<file path="src/rtl/jk_cmd_sequencer.sv">
// jk_cmd_sequencer
//   Queues hold/reset/set/toggle commands and plays each one onto the J/K
//   inputs of a jk_flip_flop for a programmed number of clocks. A JK model
//   tracks the Q the flip-flop should hold. After every command the real Q is
//   compared against the model, and any disagreement is latched in a sticky
//   mismatch flag.
//
// Handshake (command port): a command {cmd_op, cmd_len} is taken on every
//   rising edge where cmd_valid && cmd_ready are both high. cmd_ready depends
//   only on queue occupancy, never on cmd_valid. A producer holding cmd_valid
//   while cmd_ready is low keeps its command; the command is taken on the
//   first edge where cmd_ready is high.
//
// Timing of one command of effective length N (N = cmd_len, or 1 if cmd_len is 0):
//   E0   command pushed into the queue
//   E1   popped in IDLE; J/K registered from the op; cnt = N
//   E2 .. E(1+N)   the flip-flop samples J/K and the model steps
//   E(1+N)         J/K return to 0; the FSM enters CHECK
//   CHECK          done is high for one cycle; Q is compared at the next edge
//   Back-to-back commands leave two J=K=0 cycles (CHECK and IDLE) between
//   their drive windows.

module jk_cmd_sequencer #(
  parameter int CNT_W      = 8,
  parameter int FIFO_DEPTH = 4
) (
  input  logic             clk,
  input  logic             reset,
  input  logic             cmd_valid,
  output logic             cmd_ready,
  input  logic [1:0]       cmd_op,
  input  logic [CNT_W-1:0] cmd_len,
  output logic             J,
  output logic             K,
  input  logic             q_in,
  output logic             exp_q,
  output logic             busy,
  output logic             done,
  output logic             mismatch,
  output logic [1:0]       state_dbg
);

  localparam int                PTR_W     = $clog2(FIFO_DEPTH);
  localparam int                FILL_W    = PTR_W + 1;
  localparam logic [FILL_W-1:0] FILL_FULL = FILL_W'(FIFO_DEPTH);
  localparam logic [FILL_W-1:0] FILL_ONE  = FILL_W'(1);
  localparam logic [PTR_W-1:0]  PTR_ONE   = PTR_W'(1);
  localparam logic [CNT_W-1:0]  CNT_ONE   = CNT_W'(1);

  typedef enum logic [1:0] {
    ST_IDLE  = 2'd0,
    ST_DRIVE = 2'd1,
    ST_CHECK = 2'd2
  } state_t;

  state_t state;
  state_t state_nxt;

  // ---------------------------------------------------------------------------
  // Command queue
  // ---------------------------------------------------------------------------
  logic [1:0]       op_mem  [FIFO_DEPTH];
  logic [CNT_W-1:0] len_mem [FIFO_DEPTH];
  logic [PTR_W-1:0] wr_ptr;
  logic [PTR_W-1:0] rd_ptr;
  logic [FILL_W-1:0] fill;
  logic             fifo_full;
  logic             fifo_empty;
  logic             push;
  logic             pop;
  logic [1:0]       head_op;
  logic [CNT_W-1:0] head_len;
  logic [CNT_W-1:0] head_cnt;

  assign fifo_full  = (fill == FILL_FULL);
  assign fifo_empty = (fill == '0);
  assign cmd_ready  = !fifo_full;
  assign push       = cmd_valid && cmd_ready;
  assign head_op    = op_mem[rd_ptr];
  assign head_len   = len_mem[rd_ptr];
  // A zero length still drives the flip-flop for one clock.
  assign head_cnt   = (head_len == '0) ? CNT_ONE : head_len;

  // Store an accepted command at the write pointer (payload needs no reset).
  always_ff @(posedge clk) begin
    if (push) begin
      op_mem[wr_ptr]  <= cmd_op;
      len_mem[wr_ptr] <= cmd_len;
    end
  end

  // Pointer and occupancy bookkeeping; pointers wrap naturally at FIFO_DEPTH.
  always_ff @(posedge clk) begin
    if (reset) begin
      wr_ptr <= '0;
      rd_ptr <= '0;
      fill   <= '0;
    end else begin
      if (push) begin
        wr_ptr <= wr_ptr + PTR_ONE;
      end
      if (pop) begin
        rd_ptr <= rd_ptr + PTR_ONE;
      end
      case ({push, pop})
        2'b10:   fill <= fill + FILL_ONE;
        2'b01:   fill <= fill - FILL_ONE;
        default: fill <= fill;
      endcase
    end
  end

  // ---------------------------------------------------------------------------
  // Sequencer FSM and datapath
  // ---------------------------------------------------------------------------
  logic [CNT_W-1:0] cnt;
  logic             cnt_last;

  // cnt never reaches 0 inside DRIVE; "<=" keeps the exit safe regardless.
  assign cnt_last = (cnt <= CNT_ONE);

  // JK next-state model: 00 keep, 01 clear, 10 set, 11 invert.
  function automatic logic jk_next(input logic q, input logic j, input logic k);
    logic r;
    case ({j, k})
      2'b00:   r = q;
      2'b01:   r = 1'b0;
      2'b10:   r = 1'b1;
      default: r = ~q;
    endcase
    return r;
  endfunction

  // State register.
  always_ff @(posedge clk) begin
    if (reset) begin
      state <= ST_IDLE;
    end else begin
      state <= state_nxt;
    end
  end

  // Next-state logic, queue pop and the done strobe.
  always_comb begin
    state_nxt = state;
    pop       = 1'b0;
    done      = 1'b0;
    case (state)
      ST_IDLE: begin
        if (!fifo_empty) begin
          pop       = 1'b1;
          state_nxt = ST_DRIVE;
        end
      end
      ST_DRIVE: begin
        if (cnt_last) begin
          state_nxt = ST_CHECK;
        end
      end
      ST_CHECK: begin
        done      = 1'b1;
        state_nxt = ST_IDLE;
      end
      default: begin
        state_nxt = ST_IDLE;
      end
    endcase
  end

  // J/K drive, cycle counter, expected-Q model and the sticky mismatch flag.
  always_ff @(posedge clk) begin
    if (reset) begin
      J        <= 1'b0;
      K        <= 1'b0;
      cnt      <= '0;
      exp_q    <= 1'b0;
      mismatch <= 1'b0;
    end else begin
      case (state)
        ST_IDLE: begin
          J <= 1'b0;
          K <= 1'b0;
          if (pop) begin
            J   <= head_op[1];
            K   <= head_op[0];
            cnt <= head_cnt;
          end
        end
        ST_DRIVE: begin
          // The flip-flop samples the J/K held during this cycle at this edge,
          // so the model steps with the same values.
          cnt   <= cnt - CNT_ONE;
          exp_q <= jk_next(exp_q, J, K);
          if (cnt_last) begin
            J <= 1'b0;
            K <= 1'b0;
          end
        end
        ST_CHECK: begin
          if (q_in != exp_q) begin
            mismatch <= 1'b1;
          end
        end
        default: begin
          J <= 1'b0;
          K <= 1'b0;
        end
      endcase
    end
  end

  assign busy      = (state != ST_IDLE) || !fifo_empty;
  assign state_dbg = state;

endmodule

</file>
<file path="config.mk">
export PLATFORM = sky130hd
export DESIGN_NAME = jk_cmd_sequencer
export DESIGN_NICKNAME = d
export VERILOG_FILES = /design/src/rtl/jk_cmd_sequencer.sv
export SDC_FILE = /design/constraint.sdc
export NUM_CORES = 1
export LEC_CHECK = 0
export CAP_MARGIN = 5
export CORE_ASPECT_RATIO = 1.25
export CORE_UTILIZATION = 35
export DETAILED_ROUTE_END_ITERATION = 6
export GPL_TIMING_DRIVEN = 0
export PLACE_DENSITY = 0.59
export REMOVE_ABC_BUFFERS = 1
export SLEW_MARGIN = 30
export SYNTH_ARGS = -nofsm -noshare
export SYNTH_HDL_FRONTEND = slang
export SYNTH_SLANG_ARGS = --single-unit
export TNS_END_PERCENT = 10
</file>
<file path="constraint.sdc">
create_clock -name clk -period 3.12 [get_ports clk]
set_clock_uncertainty 0.1 [all_clocks]
set_input_delay 0.624 -clock clk [delete_from_list [all_inputs] [get_ports clk]]
set_output_delay 0.624 -clock clk [all_outputs]
set_load 0.01 [all_outputs]
</file>
* Word level (Yosys, flattened, before mapping)
Memory sizes are Yosys's and may differ from the RTL's. A register that Yosys moved wholly into a read port is not among the register bits.
Cells that the tools add are included.
W data, S select, Z words.
** Word-level totals
- Output and inout bits :: 9
- Memory bits (writable) :: 40
- Register bits :: 21
- Memories :: 2
** Memories
- len_mem :: words 4, width 8, rd ports 1, clocked after Yosys merged registers in 1, wr ports 1, line 63 : logic [CNT_W-1:0] len_mem [FIFO_DEPTH];
- op_mem :: words 4, width 2, rd ports 1, clocked after Yosys merged registers in 1, wr ports 1, line 62 : logic [1:0] op_mem [FIFO_DEPTH];
** Operators by class
- Bitwise operators :: 3
- Mux-type cells :: 22
- Equality and inequality tests :: 11
- $add $sub $neg :: 5
- Reduce and logical (&&, ||, !) cells :: 16
- Order comparisons :: 1
** Operator list (number)
- $mux W8 :: 2
- $pmux W8 S2 :: 1
- $mux W2 :: 6
- $reduce_and A2 Y1 :: 5
- $pmux W1 S3 :: 3
- $le A8 B1 Y1 const B :: 1
- $logic_not A8 Y1 :: 1
- $mux W1 :: 8
- $sub A8 B1 Y8 const B :: 1
- $eq A2 B1 Y1 const B :: 3
- $eq A2 B2 Y1 const B :: 3
- $ne A2 B2 Y1 const B :: 3
- $pmux W3 S2 :: 1
- $reduce_bool A2 Y1 :: 3
- $add A2 B1 Y2 const B :: 2
- $logic_not A2 Y1 :: 2
- $pmux W2 S2 :: 1
- $add A3 B1 Y3 const B :: 1
- $eq A3 B3 Y1 const B :: 1
- $logic_not A3 Y1 :: 1
- $not A1 Y1 :: 3
- $sub A3 B1 Y3 const B :: 1
- $logic_not A1 Y1 :: 2
- $logic_and A1 B1 Y1 :: 1
- 2 further kinds :: 2

* Longest topological paths before layout
Gate-level depths: netlist (run 1).
- Depth in word-level cells :: 5
- Depth in mapped cells :: 11
- Depth with buffers taken out :: 9

* Worst setup path before layout (run 1)
OpenSTA, ideal clock, no wires.
- Path kind :: register -> register
- From :: register fill[2]
- To :: register fill[2]
- Data required time :: 2.949 ns
- Path slack :: 0.676 ns
- Clock period less this slack :: 2.444 ns
- Stages on the path, launching flop included :: 10
- Buffers on the path :: 0
- Arrival time :: 2.274 ns
- Library setup time :: 0.071 ns
- Path through :: dfxtp_1 > or3b_1 > and2_1 > inv_1 > ha_1 > inv_1 > fa_1 > xor2_1 > or3_1 > a21oi_1
** Between the ends
- Cells in the longest elaborated chain, start to end :: 5
- Elaborated cells between the ends (all ways) :: 12
- Classes of those cells :: 2 x add/sub; 3 x eq/ne; 3 x mux; 4 x reduce/logical
** RTL lines
- start: declaration :: line 66 : logic [FILL_W-1:0] fill;
- start signal: assignment :: line 106 : 2'b10: fill <= fill + FILL_ONE;
- start signal: assignment :: line 107 : 2'b01: fill <= fill - FILL_ONE;
- start signal: assignment :: line 108 : default: fill <= fill;
- $eq A3 B3 Y1 (*) :: line 75 : assign fifo_full = (fill == FILL_FULL);
- $logic_not A1 Y1 (*) :: line 77 : assign cmd_ready = !fifo_full;
- net cmd_ready :: line 30 : output logic cmd_ready,
- $logic_and A1 B1 Y1 (*) :: line 78 : assign push = cmd_valid && cmd_ready;
- $eq A2 B1 Y1 or $eq A2 B2 Y1 (tied branches) :: line 105 : case ({push, pop})
- $pmux W3 S2 or $reduce_bool A2 Y1 (tied branches)
Mark *: on every way through the listed nets, which the timed path passes. The rest lies on a longest branch.
A chain may end at the register's enable or synchronous reset.

* Final worst setup path (run 1)
- From :: register fill[0]
- To :: register fill[2]
** Between the ends
- Cells in the longest elaborated chain, start to end :: 5
- Elaborated cells between the ends (all ways) :: 12
- Classes of those cells :: 2 x add/sub; 3 x eq/ne; 3 x mux; 4 x reduce/logical
** RTL lines
- $logic_not A3 Y1 (*) :: line 76 : assign fifo_empty = (fill == '0);
- $mux W1 (*) :: line 150 : if (!fifo_empty) begin
- $mux W1 (*) :: line 148 : case (state)
- net pop :: line 70 : logic pop;
- $eq A2 B1 Y1 or $eq A2 B2 Y1 (tied branches) :: line 105
- $pmux W3 S2 or $reduce_bool A2 Y1 (tied branches)
Marks and branches as above.

==> metrics, run 1 <==
Fmax=374.0 MHz; DRT Pass-1 Iters=4; DR DRC count=0; Yosys warnings=0; CTS Buffer Depth=2; met3 Use GR=3.801%; DR vias=1,583; Relative slew margins=39.91%; # IOs=23; Final ANT Viol Nets=0; hpwl dp=3096 um; DIE HEIGHT=100.5 um; Max Fanout on Critical Path=9; antenna violations before repair=0; H-tree levels=3; placer congestion estimate=0.7073; Hold Path Class=flop to flop; Routed wire per std cell=14.42 um; final hold slack=0.3674 ns; final net count=249; Setup crit end kind=flop; Total GRT Usage=13.30%; VDD IR-drop max=0.3682 mV; port bufs=22; global-route wire length before repair=7679 um; number of cells produced by synthesis=200; buffer count from post-CTS setup fixing=0; CP max stage cell=dfxtp_1; clock sink total=63; initial DRC count=60; Max-Cap Viols=0; Total Routed Length=4644 um; GRT overflow=0; Area Overhead vs Synth=17.78%; CP arrival=2.82 ns; Leak=1.086 nW; Root Buffer=clkbuf_8; CORE AREA=7445 sq um; Syn Area/Cell=13.58 sq um; worst path cell trace=nor3_4, nand2b_1, clkinv_1, ha_1, inv_1, fa_1, xor2_1, or3_1, a21oi_1; clock-pin transition on the worst setup and hold timing paths=0.06 ns; PostCTS Resize Cnt=0; layout cells sized above 1=7.826%; vias in the first global route=1,569; post-synth cell types=42; Setup TNS=0 ns; total die area=8119 sq um; register area share after synthesis=61.17%; status=finished clean; GR peak layer=met2; post-route non-filler standard cell count=322; slew of the pin with the lowest slew margin=0.8986 ns; Die W=80.80 um; CP Class=flop to flop; required time worst endpoint=3.27 ns; met1 GRT Util=15.89%; placed cells=306; Cell Area, Synth=2716 sq um; # diodes=0; later-pin clock latency in the skew report=0.33 ns; Setup Viol. Count Final=0; total chip power=0.002839 W; Seq cells post-synth=63; Worst setup SP type=flop; CP max stage delay=0.37 ns; Via density=4.916; Row Count=35; Max Slew Vio Count=0; final hold vios=0; Period minus WS final=2.674 ns; Starting Density=36.49%; fin crit share=85.70%; PwrDens=887.4 nW/um^2; TritonCTS buffer count=9; met2 usage=21.51%; WP buf/inv=2; RSZ-0062 raised after global routing=no; Hold Buf Count CTS=0; CTS tree=yes; largest net degree at the start of global routing=24; family with the most delay on the worst path=simple AND/OR/NAND/NOR gates
-- path summary, 6_finish.rpt --
| check | start | end | slack [ns] | cells after the start |
|---|---|---|---|---|
| worst min-delay path | mismatch$_SDFFE_PP0P_ | mismatch$_SDFFE_PP0P_ | 0.37 | 2 |
| worst max-delay path | fill[0]$_SDFFE_PP0P_ | fill[2]$_SDFFE_PP0P_ | 0.45 | 9 |
| worst max register to register | fill[0]$_SDFFE_PP0P_ | fill[2]$_SDFFE_PP0P_ | 0.45 | 9 |
| worst min register to register | mismatch$_SDFFE_PP0P_ | mismatch$_SDFFE_PP0P_ | 0.37 | 2 |
-- stage by stage --
step	cell area [sq um]	util (%)	setup WS, ns
after floorplan	2673	-	0.6767
after global placement	3008	40.40	0.3981
after detailed placement	3008	40.40	0.3705
after CTS	3199	42.97	0.4265
after global routing	3199	42.97	0.2529
final	3199	42.97	0.4461
-- layout make-up --
| type | count | area, sq um |
|---|---|---|
| tap | 92 | 115.1 |
| multi-input combinational | 117 | 965.9 |
| clock buffer | 16 | 191.4 |
| fill | 713 | 4245 |
| timing repair buffer | 22 | 220.2 |
| sequential | 63 | 1662 |
| inverter | 12 | 45.04 |
-- logic make-up (layout without fill, tap and decap cells) --
logic type               after synthesis  in the layout  synth area share (%)
buffers and inverters                 20             50                 3.270
AND/OR/NAND/NOR                       58             58                 11.65
flip-flops                            63             63                 61.17
adder cells (fa/ha/maj)               10             10                 4.883
AO/OA/AOI/OAI                         32             32                 7.508
XOR/XNOR                               7              7                 2.257
multiplexers                          10             10                 9.258
-- worst reg2reg max path: stages, from the launching register on --
cell      delay [ns]
dfxtp_1         0.37
nor3_4          0.30
nand2b_1        0.37
clkinv_1        0.37
ha_1            0.32
inv_1           0.07
fa_1            0.17
xor2_1          0.07
or3_1           0.31
a21oi_1         0.14
-- synth_stat cells, drive strengths merged --
library cell   n  share of area [%]
a211oi         2               0.55
a21oi         11                2.0
a221oi         1               0.32
a2bb2oi        1               0.32
a311oi         1               0.32
a31oi          3               0.69
and2           1               0.23
and3           4               0.92
buf            3               0.88
clkbuf         5               0.74
clkinv         1               0.14
dfxtp         23                 17
edfxtp        40                 44
fa             1               0.74
ha             9                4.1
inv           11                1.5
mux4          10                9.3
nand2         12                1.7
nand2b         6                1.4
nand3          1               0.18
nand3b         2               0.55
nor2          13                1.8
nor2b          2               0.46
nor3           9                2.3
nor3b          1               0.28
nor4           3               0.92
o211ai         4                1.1
o21a           1               0.28
o21ai          5               0.92
o2bb2ai        2               0.64
o31a           1               0.32
or3            3               0.69
or3b           1               0.32
xnor2          2               0.64
xor2           5                1.6
-- report_power, final --
part	total (W)	internal (W)	switching [W]	leakage, nW
Combinational	0.000950	0.000452	0.000497	0.434
Sequential	0.00122	0.00105	0.000166	0.556
Clock	0.000672	0.000382	0.000289	0.0961
Total	0.00284	0.00189	0.000952	1.09
-- sequential cells by signal, indices dropped and copies added, names as in the netlist, named ones only --
register,cells
rd_ptr,2
wr_ptr,2
fill,3
state_dbg,2
K,1
J,1
mismatch,1
len_mem,32
op_mem,8
cnt,8
exp_q,1
-- layer usage --
metal	routed length (um)	up-vias
met2	2295	28
li1	-	795
met5	0	-
met1	2082	752
met4	85	0
met3	179	8
-- cells in the final DEF (no fill, tap or decap), types with 2 or more instances in the layout --
| master | count |
|---|---|
| or3_1 | 3 |
| a21oi_1 | 11 |
| ha_1 | 9 |
| clkbuf_1 | 4 |
| xor2_1 | 5 |
| o2bb2ai_1 | 2 |
| a211oi_1 | 2 |
| o211ai_1 | 4 |
| nor4_1 | 2 |
| inv_1 | 11 |
| nor2_1 | 13 |
| o21ai_0 | 5 |
| nand2_1 | 12 |
| a31oi_1 | 3 |
| clkbuf_8 | 11 |
| nand3b_1 | 2 |
| edfxtp_1 | 40 |
| nand2b_1 | 6 |
| xnor2_1 | 2 |
| mux4_2 | 3 |
| clkdlybuf4s50_1 | 22 |
| mux4_1 | 7 |
| dfxtp_1 | 23 |
| and3_1 | 4 |
| nor2b_1 | 2 |
| nor3_1 | 7 |
No activity file was read; power rests on OpenSTA's default activity.
==> inputs of run 2 (changes only) <==
--- a/config.mk
+++ b/config.mk
@@ -6,5 +6,5 @@
 export NUM_CORES = 1
 export LEC_CHECK = 0
-export CAP_MARGIN = 5
+export CAP_MARGIN = 30
 export CORE_ASPECT_RATIO = 1.25
 export CORE_UTILIZATION = 35
==> constraint.sdc (replaced) <==
create_clock -name clk -period 3.12 [get_ports clk]
set_clock_uncertainty 0.1 [all_clocks]
set_input_delay 0.936 -clock clk [delete_from_list [all_inputs] [get_ports clk]]
set_output_delay 0.936 -clock clk [all_outputs]
set_load 0.01 [all_outputs]
==> results of run 2 <==
Same layout as run 1 (identical final DEF). Status: finished clean.
Among the figures that moved: setup slack after placement 0.3705 ns -> 0.05846 ns; setup slack after layout 0.4461 ns -> 0.3448 ns; start point of the critical path fill[0]$_SDFFE_PP0P_ -> fill[2]$_SDFFE_PP0P_; end point of the critical path fill[2]$_SDFFE_PP0P_ -> cmd_ready
==> inputs of run 3 (changes only) <==
- CAP_MARGIN: 30 -> default
==> results of run 3 <==
Same layout as run 1 (identical final DEF). Status: finished clean.
Among the figures that moved: setup slack after placement 0.3705 ns -> 0.05846 ns; setup slack after layout 0.4461 ns -> 0.3448 ns; start point of the critical path fill[0]$_SDFFE_PP0P_ -> fill[2]$_SDFFE_PP0P_; end point of the critical path fill[2]$_SDFFE_PP0P_ -> cmd_ready
